--- src/rtl/alu_cmd_seq_pkg.sv ---
// Shared ALU types plus the command-sequencer payload and FSM state encoding.
package alu_cmd_seq_pkg;

  localparam int unsigned DATA_W = 8;

  typedef enum logic [1:0] {
    OP1 = 2'd0,
    OP2 = 2'd1,
    OP3 = 2'd2,
    OP4 = 2'd3
  } opcode_t;

  typedef logic [DATA_W-1:0] data_t;

  localparam logic PORT_A = 1'b0;
  localparam logic PORT_B = 1'b1;

  typedef struct packed {
    logic    port;
    opcode_t op;
    data_t   a;
    data_t   b;
  } alu_cmd_t;

  typedef enum logic [2:0] {
    IDLE    = 3'd0,
    ISSUE   = 3'd1,
    CAPTURE = 3'd2,
    CLEAR   = 3'd3,
    RESP    = 3'd4
  } seq_state_t;

endpackage

--- src/rtl/alu_cmd_seq_if.sv ---
// Command, response and ALU-control bundle of the command sequencer.
interface alu_cmd_seq_if;
  import alu_cmd_seq_pkg::*;

  logic    cmd_valid;
  logic    cmd_ready;
  logic    cmd_port;
  opcode_t cmd_op;
  data_t   cmd_a;
  data_t   cmd_b;

  logic    rsp_valid;
  logic    rsp_ready;
  data_t   rsp_data;
  logic    rsp_irq;

  logic    alu_enable;
  logic    alu_enable_a;
  logic    alu_enable_b;
  opcode_t alu_op_a;
  opcode_t alu_op_b;
  data_t   alu_in_a;
  data_t   alu_in_b;
  logic    alu_irq_clr;
  data_t   alu_out;
  logic    alu_irq;

  // master: command producer, response consumer and the ALU itself
  modport master (
    output cmd_valid, cmd_port, cmd_op, cmd_a, cmd_b, rsp_ready, alu_out, alu_irq,
    input  cmd_ready, rsp_valid, rsp_data, rsp_irq,
    input  alu_enable, alu_enable_a, alu_enable_b, alu_op_a, alu_op_b,
    input  alu_in_a, alu_in_b, alu_irq_clr
  );

  // slave: the sequencer
  modport slave (
    input  cmd_valid, cmd_port, cmd_op, cmd_a, cmd_b, rsp_ready, alu_out, alu_irq,
    output cmd_ready, rsp_valid, rsp_data, rsp_irq,
    output alu_enable, alu_enable_a, alu_enable_b, alu_op_a, alu_op_b,
    output alu_in_a, alu_in_b, alu_irq_clr
  );

endinterface

--- src/rtl/alu_cmd_fifo.sv ---
// Synchronous command FIFO; full/empty are registered from the next occupancy.
module alu_cmd_fifo
  import alu_cmd_seq_pkg::*;
#(
  parameter int unsigned DEPTH = 4
) (
  input  logic     alu_clk,
  input  logic     alu_rst_n,
  input  logic     push,
  input  alu_cmd_t push_data,
  input  logic     pop,
  output alu_cmd_t rd_data_c,
  output logic     full,
  output logic     empty
);

  localparam int unsigned AW = $clog2(DEPTH);

  alu_cmd_t        mem [DEPTH];
  logic [AW-1:0]   wr_ptr;
  logic [AW-1:0]   rd_ptr;
  logic [AW:0]     count;
  logic [AW:0]     count_nxt;
  logic            do_push;
  logic            do_pop;

  assign do_push = push && !full;
  assign do_pop  = pop && !empty;

  always_comb begin
    count_nxt = count;
    case ({do_push, do_pop})
      2'b10:   count_nxt = count + (AW+1)'(1);
      2'b01:   count_nxt = count - (AW+1)'(1);
      default: count_nxt = count;
    endcase
  end

  always_ff @(posedge alu_clk or negedge alu_rst_n) begin
    if (!alu_rst_n) begin
      wr_ptr <= '0;
      rd_ptr <= '0;
      count  <= '0;
      full   <= 1'b0;
      empty  <= 1'b1;
    end else begin
      if (do_push) wr_ptr <= wr_ptr + AW'(1);
      if (do_pop)  rd_ptr <= rd_ptr + AW'(1);
      count <= count_nxt;
      full  <= (count_nxt == (AW+1)'(DEPTH));
      empty <= (count_nxt == '0);
    end
  end

  // Storage needs no reset: pointer reset discards the contents.
  always_ff @(posedge alu_clk) begin
    if (do_push) mem[wr_ptr] <= push_data;
  end

  assign rd_data_c = mem[rd_ptr];

endmodule

--- src/rtl/alu_cmd_seq.sv ---
// ALU command sequencer: FIFO-buffered commands issued one at a time to the ALU.
// Optional statistics counters are built only when ALU_SEQ_STATS_EN is defined.
module alu_cmd_seq
  import alu_cmd_seq_pkg::*;
#(
  parameter int unsigned DEPTH = 4,
  parameter int unsigned CNT_W = 16
) (
  input  logic             alu_clk,
  input  logic             alu_rst_n,
  alu_cmd_seq_if.slave     bus,
  output logic [CNT_W-1:0] cnt_cmd,
  output logic [CNT_W-1:0] cnt_irq
);

  seq_state_t state;
  alu_cmd_t   push_cmd;
  alu_cmd_t   head_c;
  logic       fifo_full;
  logic       fifo_empty;
  logic       push;
  logic       pop;

  assign push_cmd      = '{port: bus.cmd_port, op: bus.cmd_op, a: bus.cmd_a, b: bus.cmd_b};
  assign push          = bus.cmd_valid && !fifo_full;
  assign pop           = (state == IDLE) && !fifo_empty;
  assign bus.cmd_ready = !fifo_full;

  alu_cmd_fifo #(.DEPTH(DEPTH)) u_fifo (
    .alu_clk   (alu_clk),
    .alu_rst_n (alu_rst_n),
    .push      (push),
    .push_data (push_cmd),
    .pop       (pop),
    .rd_data_c (head_c),
    .full      (fifo_full),
    .empty     (fifo_empty)
  );

  // Sequencer FSM; enables and irq_clr default low so they pulse for one cycle.
  always_ff @(posedge alu_clk or negedge alu_rst_n) begin
    if (!alu_rst_n) begin
      state            <= IDLE;
      bus.rsp_valid    <= 1'b0;
      bus.rsp_data     <= '0;
      bus.rsp_irq      <= 1'b0;
      bus.alu_enable   <= 1'b0;
      bus.alu_enable_a <= 1'b0;
      bus.alu_enable_b <= 1'b0;
      bus.alu_op_a     <= OP1;
      bus.alu_op_b     <= OP1;
      bus.alu_in_a     <= '0;
      bus.alu_in_b     <= '0;
      bus.alu_irq_clr  <= 1'b0;
    end else begin
      bus.alu_enable   <= 1'b0;
      bus.alu_enable_a <= 1'b0;
      bus.alu_enable_b <= 1'b0;
      bus.alu_irq_clr  <= 1'b0;
      case (state)
        IDLE: begin
          if (pop) begin
            bus.alu_in_a     <= head_c.a;
            bus.alu_in_b     <= head_c.b;
            bus.alu_enable   <= 1'b1;
            bus.alu_enable_a <= (head_c.port == PORT_A);
            bus.alu_enable_b <= (head_c.port == PORT_B);
            if (head_c.port == PORT_A) bus.alu_op_a <= head_c.op;
            else                       bus.alu_op_b <= head_c.op;
            state <= ISSUE;
          end
        end
        ISSUE: state <= CAPTURE;
        CAPTURE: begin
          bus.rsp_data <= bus.alu_out;
          bus.rsp_irq  <= bus.alu_irq;
          if (bus.alu_irq) begin
            bus.alu_irq_clr <= 1'b1;
            state           <= CLEAR;
          end else begin
            bus.rsp_valid <= 1'b1;
            state         <= RESP;
          end
        end
        CLEAR: begin
          bus.rsp_valid <= 1'b1;
          state         <= RESP;
        end
        RESP: begin
          if (bus.rsp_ready) begin
            bus.rsp_valid <= 1'b0;
            state         <= IDLE;
          end
        end
        default: state <= IDLE;
      endcase
    end
  end

`ifdef ALU_SEQ_STATS_EN
  // Saturating issue / interrupt counters.
  always_ff @(posedge alu_clk or negedge alu_rst_n) begin
    if (!alu_rst_n) begin
      cnt_cmd <= '0;
      cnt_irq <= '0;
    end else begin
      if ((state == ISSUE) && (cnt_cmd != '1))
        cnt_cmd <= cnt_cmd + CNT_W'(1);
      if ((state == CAPTURE) && bus.alu_irq && (cnt_irq != '1))
        cnt_irq <= cnt_irq + CNT_W'(1);
    end
  end
`else
  assign cnt_cmd = '0;
  assign cnt_irq = '0;
`endif

endmodule

--- src/flat_wrapper.sv ---
// flat-port wrapper written by rule: the top's interface ports become plain ports
module alu_cmd_seq_flat import alu_cmd_seq_pkg::*;
#(
  parameter int unsigned DEPTH = 4,
  parameter int unsigned CNT_W = 16
)
  (alu_clk, alu_rst_n, cnt_cmd, cnt_irq, bus_cmd_valid, bus_cmd_port, bus_cmd_op, bus_cmd_a, bus_cmd_b, bus_rsp_ready, bus_alu_out, bus_alu_irq, bus_cmd_ready, bus_rsp_valid, bus_rsp_data, bus_rsp_irq, bus_alu_enable, bus_alu_enable_a, bus_alu_enable_b, bus_alu_op_a, bus_alu_op_b, bus_alu_in_a, bus_alu_in_b, bus_alu_irq_clr);
  alu_cmd_seq_if bus_i ();
  input  logic alu_clk;
  input  logic alu_rst_n;
  output logic [CNT_W-1:0] cnt_cmd;
  output logic [CNT_W-1:0] cnt_irq;
  input wire logic [$bits(bus_i.cmd_valid)-1:0] bus_cmd_valid;
  input wire logic [$bits(bus_i.cmd_port)-1:0] bus_cmd_port;
  input wire logic [$bits(bus_i.cmd_op)-1:0] bus_cmd_op;
  input wire logic [$bits(bus_i.cmd_a)-1:0] bus_cmd_a;
  input wire logic [$bits(bus_i.cmd_b)-1:0] bus_cmd_b;
  input wire logic [$bits(bus_i.rsp_ready)-1:0] bus_rsp_ready;
  input wire logic [$bits(bus_i.alu_out)-1:0] bus_alu_out;
  input wire logic [$bits(bus_i.alu_irq)-1:0] bus_alu_irq;
  output wire logic [$bits(bus_i.cmd_ready)-1:0] bus_cmd_ready;
  output wire logic [$bits(bus_i.rsp_valid)-1:0] bus_rsp_valid;
  output wire logic [$bits(bus_i.rsp_data)-1:0] bus_rsp_data;
  output wire logic [$bits(bus_i.rsp_irq)-1:0] bus_rsp_irq;
  output wire logic [$bits(bus_i.alu_enable)-1:0] bus_alu_enable;
  output wire logic [$bits(bus_i.alu_enable_a)-1:0] bus_alu_enable_a;
  output wire logic [$bits(bus_i.alu_enable_b)-1:0] bus_alu_enable_b;
  output wire logic [$bits(bus_i.alu_op_a)-1:0] bus_alu_op_a;
  output wire logic [$bits(bus_i.alu_op_b)-1:0] bus_alu_op_b;
  output wire logic [$bits(bus_i.alu_in_a)-1:0] bus_alu_in_a;
  output wire logic [$bits(bus_i.alu_in_b)-1:0] bus_alu_in_b;
  output wire logic [$bits(bus_i.alu_irq_clr)-1:0] bus_alu_irq_clr;
  assign bus_i.cmd_valid = bus_cmd_valid;
  assign bus_i.cmd_port = bus_cmd_port;
  assign bus_i.cmd_op = bus_cmd_op;
  assign bus_i.cmd_a = bus_cmd_a;
  assign bus_i.cmd_b = bus_cmd_b;
  assign bus_i.rsp_ready = bus_rsp_ready;
  assign bus_i.alu_out = bus_alu_out;
  assign bus_i.alu_irq = bus_alu_irq;
  assign bus_cmd_ready = bus_i.cmd_ready;
  assign bus_rsp_valid = bus_i.rsp_valid;
  assign bus_rsp_data = bus_i.rsp_data;
  assign bus_rsp_irq = bus_i.rsp_irq;
  assign bus_alu_enable = bus_i.alu_enable;
  assign bus_alu_enable_a = bus_i.alu_enable_a;
  assign bus_alu_enable_b = bus_i.alu_enable_b;
  assign bus_alu_op_a = bus_i.alu_op_a;
  assign bus_alu_op_b = bus_i.alu_op_b;
  assign bus_alu_in_a = bus_i.alu_in_a;
  assign bus_alu_in_b = bus_i.alu_in_b;
  assign bus_alu_irq_clr = bus_i.alu_irq_clr;
  alu_cmd_seq #(.DEPTH(DEPTH), .CNT_W(CNT_W)) u_core (.alu_clk(alu_clk), .alu_rst_n(alu_rst_n), .bus(bus_i), .cnt_cmd(cnt_cmd), .cnt_irq(cnt_irq));
endmodule
--- config.mk ---
export PLATFORM = sky130hd
export DESIGN_NAME = alu_cmd_seq_flat
export DESIGN_NICKNAME = d
export VERILOG_FILES = /design/src/rtl/alu_cmd_seq_pkg.sv /design/src/rtl/alu_cmd_seq_if.sv /design/src/rtl/alu_cmd_fifo.sv /design/src/rtl/alu_cmd_seq.sv /design/src/flat_wrapper.sv
export SDC_FILE = /design/constraint.sdc
export NUM_CORES = 1
export LEC_CHECK = 0
export BUFFER_PORTS_ARGS = -buffer_cell sky130_fd_sc_hd__buf_2
export CAP_MARGIN = 20
export CORE_MARGIN = 2
export CORE_UTILIZATION = 59
export DETAILED_ROUTE_END_ITERATION = 10
export PLACE_DENSITY = 0.85
export SLEW_MARGIN = 0
export SYNTH_ARGS = -nofsm -noshare
export SYNTH_HDL_FRONTEND = slang
export SYNTH_HIERARCHICAL = 1
export SYNTH_SLANG_ARGS = --single-unit
--- constraint.sdc ---
create_clock -name alu_clk -period 4.95 [get_ports alu_clk]
set_input_delay 0.495 -clock alu_clk [delete_from_list [all_inputs] [get_ports alu_clk]]
set_output_delay 0.495 -clock alu_clk [all_outputs]
set_load 0.005 [all_outputs]
==> key figures <==
Clocking
  • CTS sink cnt: 122
  • Num CTS Buffers: 17
  • Root Buffer: clkbuf_8
  • H-tree depth: 4
  • CTS resizes: 0
  • Reg clk slew, reported paths: 0.06 ns
  • Postcts setup bufs: 0
  • TritonCTS clock tree: yes
  • Skew-Pair Late Insertion Delay: 0.51 ns
  • Longest Clk Path Bufs: 2
  • Cts hold-fix bufs: 0

Yosys
  • Post-synthesis sequential area ratio: 69.2%
  • Synthesis Warnings: 6
  • Distinct cell type count after synthesis: 43
  • Register bit total from synthesis: 122
  • Cells after synthesis: 267
  • EDFF count, synth: 76
  • Most common flop cell mapped by yosys: edfxtp_1
  • Synthesized area: 4970 sq um
  • Async SR Flop Fraction: 37.7%
  • Synth Area per Inst: 18.6 sq um

Power
  • Peak supply drop: 0.344 mV
  • P per Cell Area: 673 nW/um^2
  • Leak: 2.40 nW

Floorplanning
  • Num ports: 99
  • Core Box Area: 8180 sq um
  • Row cnt: 33
  • Die X-Extent: 95.7 um
  • Initial Util: 60.7%
  • Die Y: 95.7 um
  • Die area: 9170 sq um

Global routing
  • M1 GR Usage: 24.7%
  • Grt peak-use layer: met2
  • Vias in the first global route: 2374
  • Largest net degree at the start of global routing: 47
  • Met3 Usage GRT: 5.79%
  • Initial antenna violation count: 1
  • Met2 Resource Use GR: 32.2%
  • First-pass GRT wire length: 12.7 mm
  • Grt ovf: 0
  • Gr usage total: 19.6%

Timing
  • Period utilisation layout: 55.2%
  • Setup WS post-layout: 2.22 ns
  • Worst slew pin tran: 1.08 ns
  • Skew final: 0.00782 ns
  • Total negative slack: 0 ns
  • RSZ-0062 raised after global routing: false
  • Slew headroom: 28.0%
  • FMAX: 366 MHz
  • Final hold violations: 0
  • Min cycle time layout: 2.73 ns
  • Final setup fails: 0
  • Min Hold Slack: 0.200 ns
  • Max-slew violation total from the final report: 0

Place
  • Post-DP HPWL: 4.88 mm
  • Placement Cell Area: 5250 sq um
  • Worst slack, placed: 2.31 ns
  • Placer's final routability congestion estimate: 0.654
  • IO buf count: 66

Critical path
  • CP Class: register to register
  • CP max stage delay: 0.46 ns
  • Worst Path Arrival: 3.15 ns
  • CP Cell Sequence: nor4_4, buf_4, nor2b_1, ha_1, fa_1, nor2_1, a21oi_1, nor3_1
  • Critical path required time: 5.37 ns
  • Critical Path Sink Type: register
  • CP max-delay cell: fa_1
  • Top delay family on crit path: simple AND/OR/NAND/NOR gates
  • Buf/Inv on CP: 1
  • CP Max Fanout: 21
  • Setup crit start kind: register

Run
  • Maxcap violations: 0

Status
  • Outcome: finished clean

Layout
  • Final Instance Area: 5870 sq um
  • Share of post-route cells with drive strength above 1: 42.9%
  • Fin nets: 384
  • Syn-to-layout area delta: 18.3%
  • Final core area utilization: 71.9%

Route
  • DRC Markers: 0
  • Vias after detailed routing: 2454
  • ANT nets after route: 0
  • DR pass1 iterations: 5
  • Initial drt markers: 163
  • Routed WL: 8.24 mm
  • Drt wl/cell: 17.7 um
  • Routed vias/inst: 5.28

Worst hold path
  • Hold Path Class: input port to register
## worst paths after layout
kind                                             start                  endpoint  slack, ns  cells after the start
worst max-delay path                   u_core/state[1]       u_core/u_fifo/empty       2.22                      8
worst min-delay path                      bus_cmd_a[2]  u_core/u_fifo/mem[2][10]       0.20                      1
worst max register to register         u_core/state[1]       u_core/u_fifo/empty       2.22                      8
worst min register to register  u_core/bus.rsp_data[7]    u_core/bus.rsp_data[7]       0.49                      1
max in group asynchronous                    alu_rst_n       u_core/u_fifo/empty       3.98                      3
min in group asynchronous                    alu_rst_n    u_core/bus.alu_in_a[5]       0.42                      2
## report_power, final
part	total [W]	switching, W	internal [W]
Combinational	0.00116	0.000510	0.000646
Clock	0.00120	0.000431	0.000768
Sequential	0.00160	0.000192	0.00141
Total	0.00396	0.00113	0.00282
## per-layer routing
| metal | vias to the layer above | wire [um] |
|---|---|---|
| li1 | 1091 | - |
| met1 | 1235 | 3250 |
| met2 | 119 | 4320 |
| met3 | 9 | 579 |
| met4 | 0 | 89 |
| met5 | - | 0 |
## cell usage after synthesis, drive strengths merged, types with 2 or more instances
cell type / number / share of area [%]
edfxtp: 76 / 46
dfrtp: 45 / 23
buf: 39 / 6.2
mux2: 29 / 7.3
mux4: 19 / 8.7
inv: 7 / 0.53
ha: 5 / 1.3
xnor2: 5 / 1.0
and2: 4 / 0.50
nand2: 4 / 0.45
nor2b: 4 / 0.50
nor2: 3 / 0.23
o21ai: 3 / 0.30
a21oi: 2 / 0.20
clkbuf: 2 / 0.18
nor3: 2 / 0.20
nor3b: 2 / 0.40
## flip-flops by register name (all words and copies together), names as in the netlist, 2 cells and up
| name | flops |
|---|---|
| u_core/bus.alu_op_a | 2 |
| u_core/u_fifo/rd_ptr | 2 |
| u_core/u_fifo/mem | 76 |
| u_core/u_fifo/wr_ptr | 2 |
| u_core/state | 3 |
| u_core/u_fifo/count | 3 |
| u_core/bus.alu_in_a | 8 |
| u_core/bus.rsp_data | 8 |
| u_core/bus.alu_op_b | 2 |
| u_core/bus.alu_in_b | 8 |
## layout make-up
cell class | count | area, sq um
clock inverters | 14 | 174
well taps | 105 | 131
multi-input cells | 128 | 1310
clock buffers | 18 | 418
repair buffers | 70 | 375
inverters | 7 | 26.3
flip-flops and latches | 122 | 3430
diodes | 1 | 2.50
fillers | 496 | 2300
## logic make-up after synthesis
kind of cell / Yosys count / synth area share (%)
AND/OR/NAND/NOR: 26 / 3.55
other: 1 / 0.0755
XOR/XNOR: 6 / 1.21
multiplexers: 49 / 16.2
adder cells (fa/ha/maj): 6 / 1.66
buffers and inverters: 48 / 6.93
AO/OA/AOI/OAI: 9 / 1.18
flip-flops: 122 / 69.2
## through the flow
step	instances	power, W
floorplan	298	0.00246
global placement	430	0.00269
detailed placement	430	0.00277
CTS	462	0.00400
global route	464	0.00417
finish	465	0.00396
## cell usage in the layout (no fill, tap or decap), types with 2 or more instances in the layout
cell / count
clkinv_4: 4
conb_1: 32
mux2_2: 18
edfxtp_1: 76
nor3_1: 2
mux2_4: 10
a21oi_1: 2
bufinv_16: 3
and2_1: 4
clkbuf_16: 16
nor2b_1: 4
o21ai_0: 3
ha_1: 5
nand2_1: 3
nor2_1: 3
inv_6: 2
dfrtp_1: 45
inv_1: 7
buf_4: 2
buf_2: 66
xnor2_1: 4
clkinvlp_4: 3
mux4_2: 18
(Power assumes the default switching activity.)
